File: src/rtl/key_cmd_ctrl.sv
// Key command controller: sync, debounce, auto-repeat and arbitration
// for the clear/increment/decrement buttons of the thermometer bar.
module key_cmd_ctrl #(
    parameter int unsigned DEBOUNCE_CYCLES = 1000000,
    parameter int unsigned REPEAT_DELAY    = 25000000,
    parameter int unsigned REPEAT_PERIOD   = 5000000,
    parameter int unsigned CNT_W           = 25
) (
    input  logic clk,
    input  logic rst_n,
    input  logic key_clr_n,
    input  logic key_inc_n,
    input  logic key_dec_n,
    input  logic bar_full,
    input  logic bar_empty,
    output logic cmd_clr,
    output logic cmd_inc,
    output logic cmd_dec,
    output logic repeat_active
);

    localparam logic [CNT_W-1:0] DB_LAST = CNT_W'(DEBOUNCE_CYCLES - 1);
    localparam logic [CNT_W-1:0] RD_LAST = CNT_W'(REPEAT_DELAY - 1);
    localparam logic [CNT_W-1:0] RP_LAST = CNT_W'(REPEAT_PERIOD - 1);

    typedef enum logic [1:0] {
        IDLE   = 2'd0,
        DELAY  = 2'd1,
        REPEAT = 2'd2
    } rpt_state_e;

    // Key index 0 = clear, 1 = increment, 2 = decrement.
    logic [2:0]       keys_raw;
    logic [2:0]       sync1_q;
    logic [2:0]       sync2_q;
    logic [2:0]       deb_q;
    logic [2:0]       deb_prev_q;
    logic [CNT_W-1:0] db_cnt_q [3];
    logic [2:0]       press;

    // Repeat engines: index 0 = increment, 1 = decrement.
    rpt_state_e       st_q    [2];
    logic [CNT_W-1:0] timer_q [2];
    logic [1:0]       fire;
    logic [1:0]       rep_d;

    logic clr_held;
    logic clr_d;
    logic inc_d;
    logic dec_d;

    assign keys_raw = {key_dec_n, key_inc_n, key_clr_n};
    assign press    = deb_prev_q & ~deb_q;
    assign clr_held = ~deb_q[0];

    // Two-flop synchroniser for the asynchronous buttons.
    always_ff @(posedge clk or negedge rst_n) begin
        if (!rst_n) begin
            sync1_q <= '1;
            sync2_q <= '1;
        end else begin
            sync1_q <= keys_raw;
            sync2_q <= sync1_q;
        end
    end

    // Debounce: accept a new level only after it persists long enough.
    always_ff @(posedge clk or negedge rst_n) begin
        if (!rst_n) begin
            deb_q      <= '1;
            deb_prev_q <= '1;
            for (int k = 0; k < 3; k++) begin
                db_cnt_q[k] <= '0;
            end
        end else begin
            deb_prev_q <= deb_q;
            for (int k = 0; k < 3; k++) begin
                if (sync2_q[k] == deb_q[k]) begin
                    db_cnt_q[k] <= '0;
                end else if (db_cnt_q[k] == DB_LAST) begin
                    deb_q[k]    <= sync2_q[k];
                    db_cnt_q[k] <= '0;
                end else begin
                    db_cnt_q[k] <= db_cnt_q[k] + 1'b1;
                end
            end
        end
    end

    // Fire requests and next-cycle REPEAT flag of each repeat engine.
    always_comb begin
        for (int i = 0; i < 2; i++) begin
            fire[i]  = 1'b0;
            rep_d[i] = 1'b0;
            case (st_q[i])
                IDLE: begin
                    fire[i] = press[i+1];
                end
                DELAY: begin
                    fire[i]  = ~deb_q[i+1] && (timer_q[i] == RD_LAST);
                    rep_d[i] = fire[i];
                end
                REPEAT: begin
                    fire[i]  = ~deb_q[i+1] && (timer_q[i] == RP_LAST);
                    rep_d[i] = ~deb_q[i+1];
                end
                default: begin
                    fire[i]  = 1'b0;
                    rep_d[i] = 1'b0;
                end
            endcase
        end
    end

    // Auto-repeat FSMs; release always wins over a timer expiry.
    always_ff @(posedge clk or negedge rst_n) begin
        if (!rst_n) begin
            for (int i = 0; i < 2; i++) begin
                st_q[i]    <= IDLE;
                timer_q[i] <= '0;
            end
        end else begin
            for (int i = 0; i < 2; i++) begin
                case (st_q[i])
                    IDLE: begin
                        if (press[i+1]) begin
                            st_q[i]    <= DELAY;
                            timer_q[i] <= '0;
                        end
                    end
                    DELAY: begin
                        if (deb_q[i+1]) begin
                            st_q[i] <= IDLE;
                        end else if (timer_q[i] == RD_LAST) begin
                            st_q[i]    <= REPEAT;
                            timer_q[i] <= '0;
                        end else begin
                            timer_q[i] <= timer_q[i] + 1'b1;
                        end
                    end
                    REPEAT: begin
                        if (deb_q[i+1]) begin
                            st_q[i] <= IDLE;
                        end else if (timer_q[i] == RP_LAST) begin
                            timer_q[i] <= '0;
                        end else begin
                            timer_q[i] <= timer_q[i] + 1'b1;
                        end
                    end
                    default: begin
                        st_q[i]    <= IDLE;
                        timer_q[i] <= '0;
                    end
                endcase
            end
        end
    end

    // Arbitration: clear dominates, inc/dec collide, bar limits gate.
    always_comb begin
        clr_d = press[0];
        inc_d = fire[0] && !clr_held && !fire[1] && !bar_full;
        dec_d = fire[1] && !clr_held && !fire[0] && !bar_empty;
    end

    // Registered command pulses and repeat indicator.
    always_ff @(posedge clk or negedge rst_n) begin
        if (!rst_n) begin
            cmd_clr       <= 1'b0;
            cmd_inc       <= 1'b0;
            cmd_dec       <= 1'b0;
            repeat_active <= 1'b0;
        end else begin
            cmd_clr       <= clr_d;
            cmd_inc       <= inc_d;
            cmd_dec       <= dec_d;
            repeat_active <= |rep_d;
        end
    end

endmodule

File: config.mk
export PLATFORM = sky130hd
export DESIGN_NAME = key_cmd_ctrl
export DESIGN_NICKNAME = d
export VERILOG_FILES = /design/src/rtl/key_cmd_ctrl.sv
export SDC_FILE = /design/constraint.sdc
export NUM_CORES = 1
export LEC_CHECK = 0
export CORE_UTILIZATION = 65
export DETAILED_ROUTE_END_ITERATION = 16
export PLACE_DENSITY = 0.81
export RECOVER_POWER = 100
export REMOVE_ABC_BUFFERS = 1
export SETUP_SLACK_MARGIN = 0.05
export SYNTH_ARGS = -nofsm -noshare
export SYNTH_HDL_FRONTEND = slang
export SYNTH_SLANG_ARGS = --single-unit
File: constraint.sdc
create_clock -name clk -period 7 [get_ports clk]
set_clock_uncertainty 0.15 [all_clocks]
set_input_delay 0.7 -clock clk [delete_from_list [all_inputs] [get_ports clk]]
set_output_delay 0.7 -clock clk [all_outputs]
set_load 0.005 [all_outputs]
# Word level (Yosys, flattened, before mapping)
# Cells that the tools add are included.
totals:
  ff_bits: 145
  latch_bits: 0
  ramBits: 0
  romBits: 0
  output_inout_bits: 4
  mem_count: 0
classes:
  n_addsub: 5
  multipliers: 0
  div_mod_pow: 0
  order_cmp: 0
  eq_ne: 24
  shifts: 0
  n_mux: 32
  bitwise_logic: 7
  n_reduce_logical: 24
op_table:
  columns: ["op", "count"]
  rows:
  - ["2-to-1 mux 25 bit", 16]
  - ["one-hot mux 25 bit (3 select lines)", 2]
  - ["adder 25 x 1 -> 25 bit (second input constant)", 5]
  - ["equality test 25 x 20 -> 1 bit (second input constant)", 3]
  - ["equality test 25 x 23 -> 1 bit (second input constant)", 2]
  - ["equality test 25 bit (second input constant)", 2]
  - ["2-to-1 mux 2 bit", 8]
  - ["!= test 2 bit (second input constant)", 8]
  - ["one-hot mux 2 bit (3 select lines)", 2]
  - ["AND reduction 3 bit", 4]
  - ["logical AND 1 bit", 10]
  - ["!= test 3 bit (second input constant)", 2]
  - ["one-hot mux 1 bit (3 select lines)", 2]
  - ["AND reduction 2 bit", 3]
  - ["NOT 1 bit", 5]
  - ["equality test 2 x 1 -> 1 bit (second input constant)", 2]
  - ["equality test 2 bit (second input constant)", 2]
  - ["logical NOT 1 bit", 4]
  - ["logical NOT 2 bit", 2]
  - ["one-hot mux 1 bit (2 select lines)", 2]
  - ["AND 3 bit", 1]
  - ["equality test 1 bit", 3]
  - ["NOT 3 bit", 1]
  - ["OR reduction 2 bit", 1]

# Logic depth before layout (Yosys ltp)
depth:
  word_depth: 6
  depth_mapped: 9
  ltp_nobuf: 8

# Least setup slack after synthesis
# Ideal clock, no wire load.
synth_path:
  path_kind: "register to register"
  startpoint: "register timer_q[38] in the netlist's numbering"
  endpoint: "register timer_q[27] in the netlist's numbering"
  arrival_time_ns: 2.133
  slack_ns: 4.596
  path_stages_with_launch: 8
  path_buffers: 1
  cell_sequence: "dfrtp_1 > or4_1 > or4_4 > o211ai_4 > and2_4 > buf_6 > o21ai_2 > a22o_1"
synth_via:
  elab_chain_len: 4
  elab_cells_between_ends: 7
  cone_classes: "eq/ne: 2; mux: 5"
synth_rtl:
  columns: ["item", "line_no", "text"]
  rows:
  - ["start, declared", "43", "logic [CNT_W-1:0] timer_q [2];"]
  - ["start signal, assigned by index", "138", "timer_q[i] <= timer_q[i] + 1'b1;"]
  - ["start signal, assigned by index", "147", "timer_q[i] <= timer_q[i] + 1'b1;"]
  - ["equality test 25 x 23 -> 1 bit / equality test 25 bit (equally long branches)", "144, 134", null]
  - ["2-to-1 mux 25 bit (on tied branches)", "144, 134", null]
  - ["2-to-1 mux 25 bit (on tied branches)", "142, 132", null]
  - ["one-hot mux 25 bit (3 select lines) (*)", "124", "case (st_q[i])"]
# Every way passes the cells marked *; elsewhere a longest branch is shown, timed or not. The select of a mux whose other input is x is not followed.
# A chain may end at the register's enable or synchronous reset.

# Final worst setup path
layout_path:
  startpoint: "register timer_q[13] in the netlist's numbering"
  endpoint: "register timer_q[19] in the netlist's numbering"
layout_via:
  elab_chain_len: 4
  elab_cells_between_ends: 8
  cone_classes: "add/sub: 1; eq/ne: 2; mux: 5"
layout_rtl:
  columns: ["item", "line_no"]
  rows:
  - ["adder 25 x 1 -> 25 bit, or another cell as far along", "138, 147"]
  - ["2-to-1 mux 25 bit (on tied branches)", "144, 134"]
  - ["2-to-1 mux 25 bit (on tied branches)", "142, 132"]
  - ["one-hot mux 25 bit (3 select lines) (*)", "124"]
# Marked as above.

==> results.sh <==
export IMPL_p_per_area_mw_per_mm2=222
export IMPL_worst_setup_path_end_kind="register"
export IMPL_fmax_ghz=0.295
export IMPL_num_vias=5681
export IMPL_final_common_cell="nor2_1"
export IMPL_die_w_um=108
export IMPL_grtUsageTotal_pct=28.1
export IMPL_postSynthRegisterBits=145
export IMPL_synthFlopType="dfrtp_1"
export IMPL_cts_setup_buffers=0
export IMPL_grt_pass1_vias=5598
export IMPL_fin_tns_setup_ns=0
export IMPL_violations="max-capacitance violations, max-slew violations"
export IMPL_required_ns=7.10
export IMPL_max_cap_violations=1
export IMPL_num_rows=38
export IMPL_dr_pass1_iters=5
export IMPL_syn_area_mm2=0.00733
export IMPL_clockBufferDepth=2
export IMPL_critPathLaunchType="register"
export IMPL_slew_violations=51
export IMPL_core_area_mm2=0.0109
export IMPL_final_cell_mix="135 x nor2_1, 133 x dfrtp_1, 76 x nand2_1, 56 x nand3_1, 50 x xor2_1"
export IMPL_gp_congestion=0.878
export IMPL_setup_viol=0
export IMPL_worstPathArrival_ns=3.49
export IMPL_synth_edf_count=0
export IMPL_n_fill_cell=750
export IMPL_htree_num_levels=4
export IMPL_synth_top_cell_area_share_pct=45.4
export IMPL_peakVddDrop_v=0.000203
export IMPL_syn_area_per_cell_um2=9.42
export IMPL_fin_nets=810
export IMPL_drt_total_wl_mm=14.8
export IMPL_grt_setup_unrepaired="false"
export IMPL_antenna_cells=0
export IMPL_cts_buffers_inserted=17
export IMPL_synthTopCellsByArea="dfrtp_1 45%, nor2_1 6.8%, xor2_1 6.0%, xnor2_1 4.5%, dfstp_2 4.3%"
export IMPL_min_period_ns=3.39
export IMPL_grt_pass1_wl_mm=25.5
export IMPL_yosysSeqAreaShare_pct=49.7
export IMPL_pin_count=11
export IMPL_io_buffer_count=10
export IMPL_synth_async_reset_ratio_pct=100
export IMPL_drive_above_1_share_pct=6.11
export IMPL_clock_latency_ns=0.43
export IMPL_cts_tree="yes"
export IMPL_syn2layout_area_growth_pct=10.7
export IMPL_drt_iter0_drc=441
export IMPL_synthDistinctLibCells=53
export IMPL_viasPerCell=6.03
export IMPL_cts_clk_slew_worst_paths_ns=0.06
export IMPL_fin_crit_sh_pct=48.4
export IMPL_cts_resized=0
export IMPL_wl_met2_mm=7.34
export IMPL_antenna_found_initial=0
export IMPL_leakage_uw=0.00342
export IMPL_final_area_mm2=0.00811
export IMPL_grt_max_degree=97
export IMPL_synth_largest_area_cell="dfrtp_1"
export IMPL_path_class="reg -> reg"
export IMPL_ys_warn_count=0
export IMPL_wl_per_cell_um=15.7
export IMPL_slew_headroom_pct=-71.5
export IMPL_initial_utilization_pct=67.0
export IMPL_cts_sinks=145
export IMPL_met3WireLength_um=674
export IMPL_ctsHoldBuffers=0
export IMPL_drc_errors=0
export IMPL_die_area_mm2=0.0117
export IMPL_dieHeight_um=108
export IMPL_routed_top_layer="met4"
export IMPL_outcome="finished with violations"
export IMPL_ant_nets=0
export IMPL_grt_overflow=0
export IMPL_finalHoldViolations=0
export IMPL_cts_root_buffer="clkbuf_16"
export IMPL_tightest_slew_ns=2.57
export IMPL_min_path_type="in -> async"
export IMPL_m1WireLength_mm=6.47
export IMPL_syn_inst=778
export IMPL_hpwl_mm=9.67
export IMPL_critPathMaxFanout=16
export IMPL_place_area_mm2=0.00753
## critical path, cell delays in order, from the launching register on
cell,delay (ns)
dfrtp_1,0.42
or4_1,0.51
or4_1,0.44
o21ai_0,0.20
a21boi_0,0.39
nor2_1,0.95
nor2_1,0.15
## metrics by stage
step / utilization [%] / hold slack (ns) / power [µW] / worst slack, ns / std cells
after global placement: 68.9 / 0.200 / 901 / 4.12 / 911
after detailed placement: 68.9 / 0.199 / 903 / 3.98 / 911
after CTS: 74.3 / 0.212 / 1820 / 3.91 / 942
after global routing: 74.2 / 0.216 / 1850 / 2.94 / 942
after floorplan: - / 0.195 / 878 / 4.46 / 759
final: 74.2 / 0.190 / 1800 / 3.61 / 942
## cells in the mapped netlist, drive strengths merged, types with 3 or more instances
cell type	count
nand2	76
or3	3
or2	5
inv	26
nor2	135
dfstp	12
dfrtp	133
and2	4
xor2	50
nand4	34
o311ai	10
ha	13
xnor2	38
nand2b	6
buf	6
o211ai	3
and4b	4
mux2i	4
nor4bb	4
nand3	56
o22ai	5
or4	9
o21ai	27
nor4	11
and3	16
nor3	17
nor2b	5
and4	7
a21o	6
clkbuf	13
nor4b	7
a21oi	18
a22o	3
## report_power, final
group          total (µW)  switching, µW  leakage, µW  internal (µW)
sequential            852           5.49      0.00198            846
clock                 911            339     0.000287            573
combinational        34.6           26.8      0.00115           7.84
total                1800            371      0.00342           1430
## kinds of logic after synthesis
logic type / Yosys count / synth area share [%]
fa+ha+maj: 13 / 2.22
simple gates: 401 / 27.1
compound gates: 80 / 7.08
xor+xnor: 88 / 10.5
mux: 6 / 0.854
flops: 145 / 49.7
buf+inv: 45 / 2.53
## final cells by class
type | instances | area (µm²) | share of cell area [%]
tap | 140 | 175 | 2.16
clock inverter | 11 | 138 | 1.70
clock buffer | 20 | 457 | 5.63
multi-input combinational | 588 | 3490 | 43.0
inverter | 26 | 97.6 | 1.20
sequential | 145 | 3640 | 44.9
timing repair buffer | 12 | 113 | 1.39
## routing by layer
layer  up-vias  GRT usage, %
li1       2728             -
met1      2778          35.4
met2       152          46.8
met3        23          7.23
met4         0          10.5
met5         -             0
## registers in the layout, summed over array words and instances, names as in the netlist
name           cells
db_cnt_q          75
cmd_dec            1
deb_q              3
cmd_clr            1
cmd_inc            1
sync1_q            3
timer_q           50
sync2_q            3
st_q               4
deb_prev_q         3
repeat_active      1
## worst paths after layout
check                                              from                      end  slack [ns]  depth (start not counted)
min in group clk                   sync1_q[2]$_DFF_PN1_     sync2_q[2]$_DFF_PN1_        0.21                          0
worst min-delay path                              rst_n   timer_q[7]$_DFFE_PN0P_        0.19                          1
worst max-delay path            timer_q[13]$_DFFE_PN0P_  timer_q[19]$_DFFE_PN0P_        3.61                          6
worst max register to register  timer_q[13]$_DFFE_PN0P_  timer_q[19]$_DFFE_PN0P_        3.61                          6
max in group asynchronous                         rst_n   db_cnt_q[43]$_DFF_PN0_        3.62                          2
worst min register to register     sync1_q[2]$_DFF_PN1_     sync2_q[2]$_DFF_PN1_        0.21                          0
No activity file was read; power rests on OpenSTA's default activity.
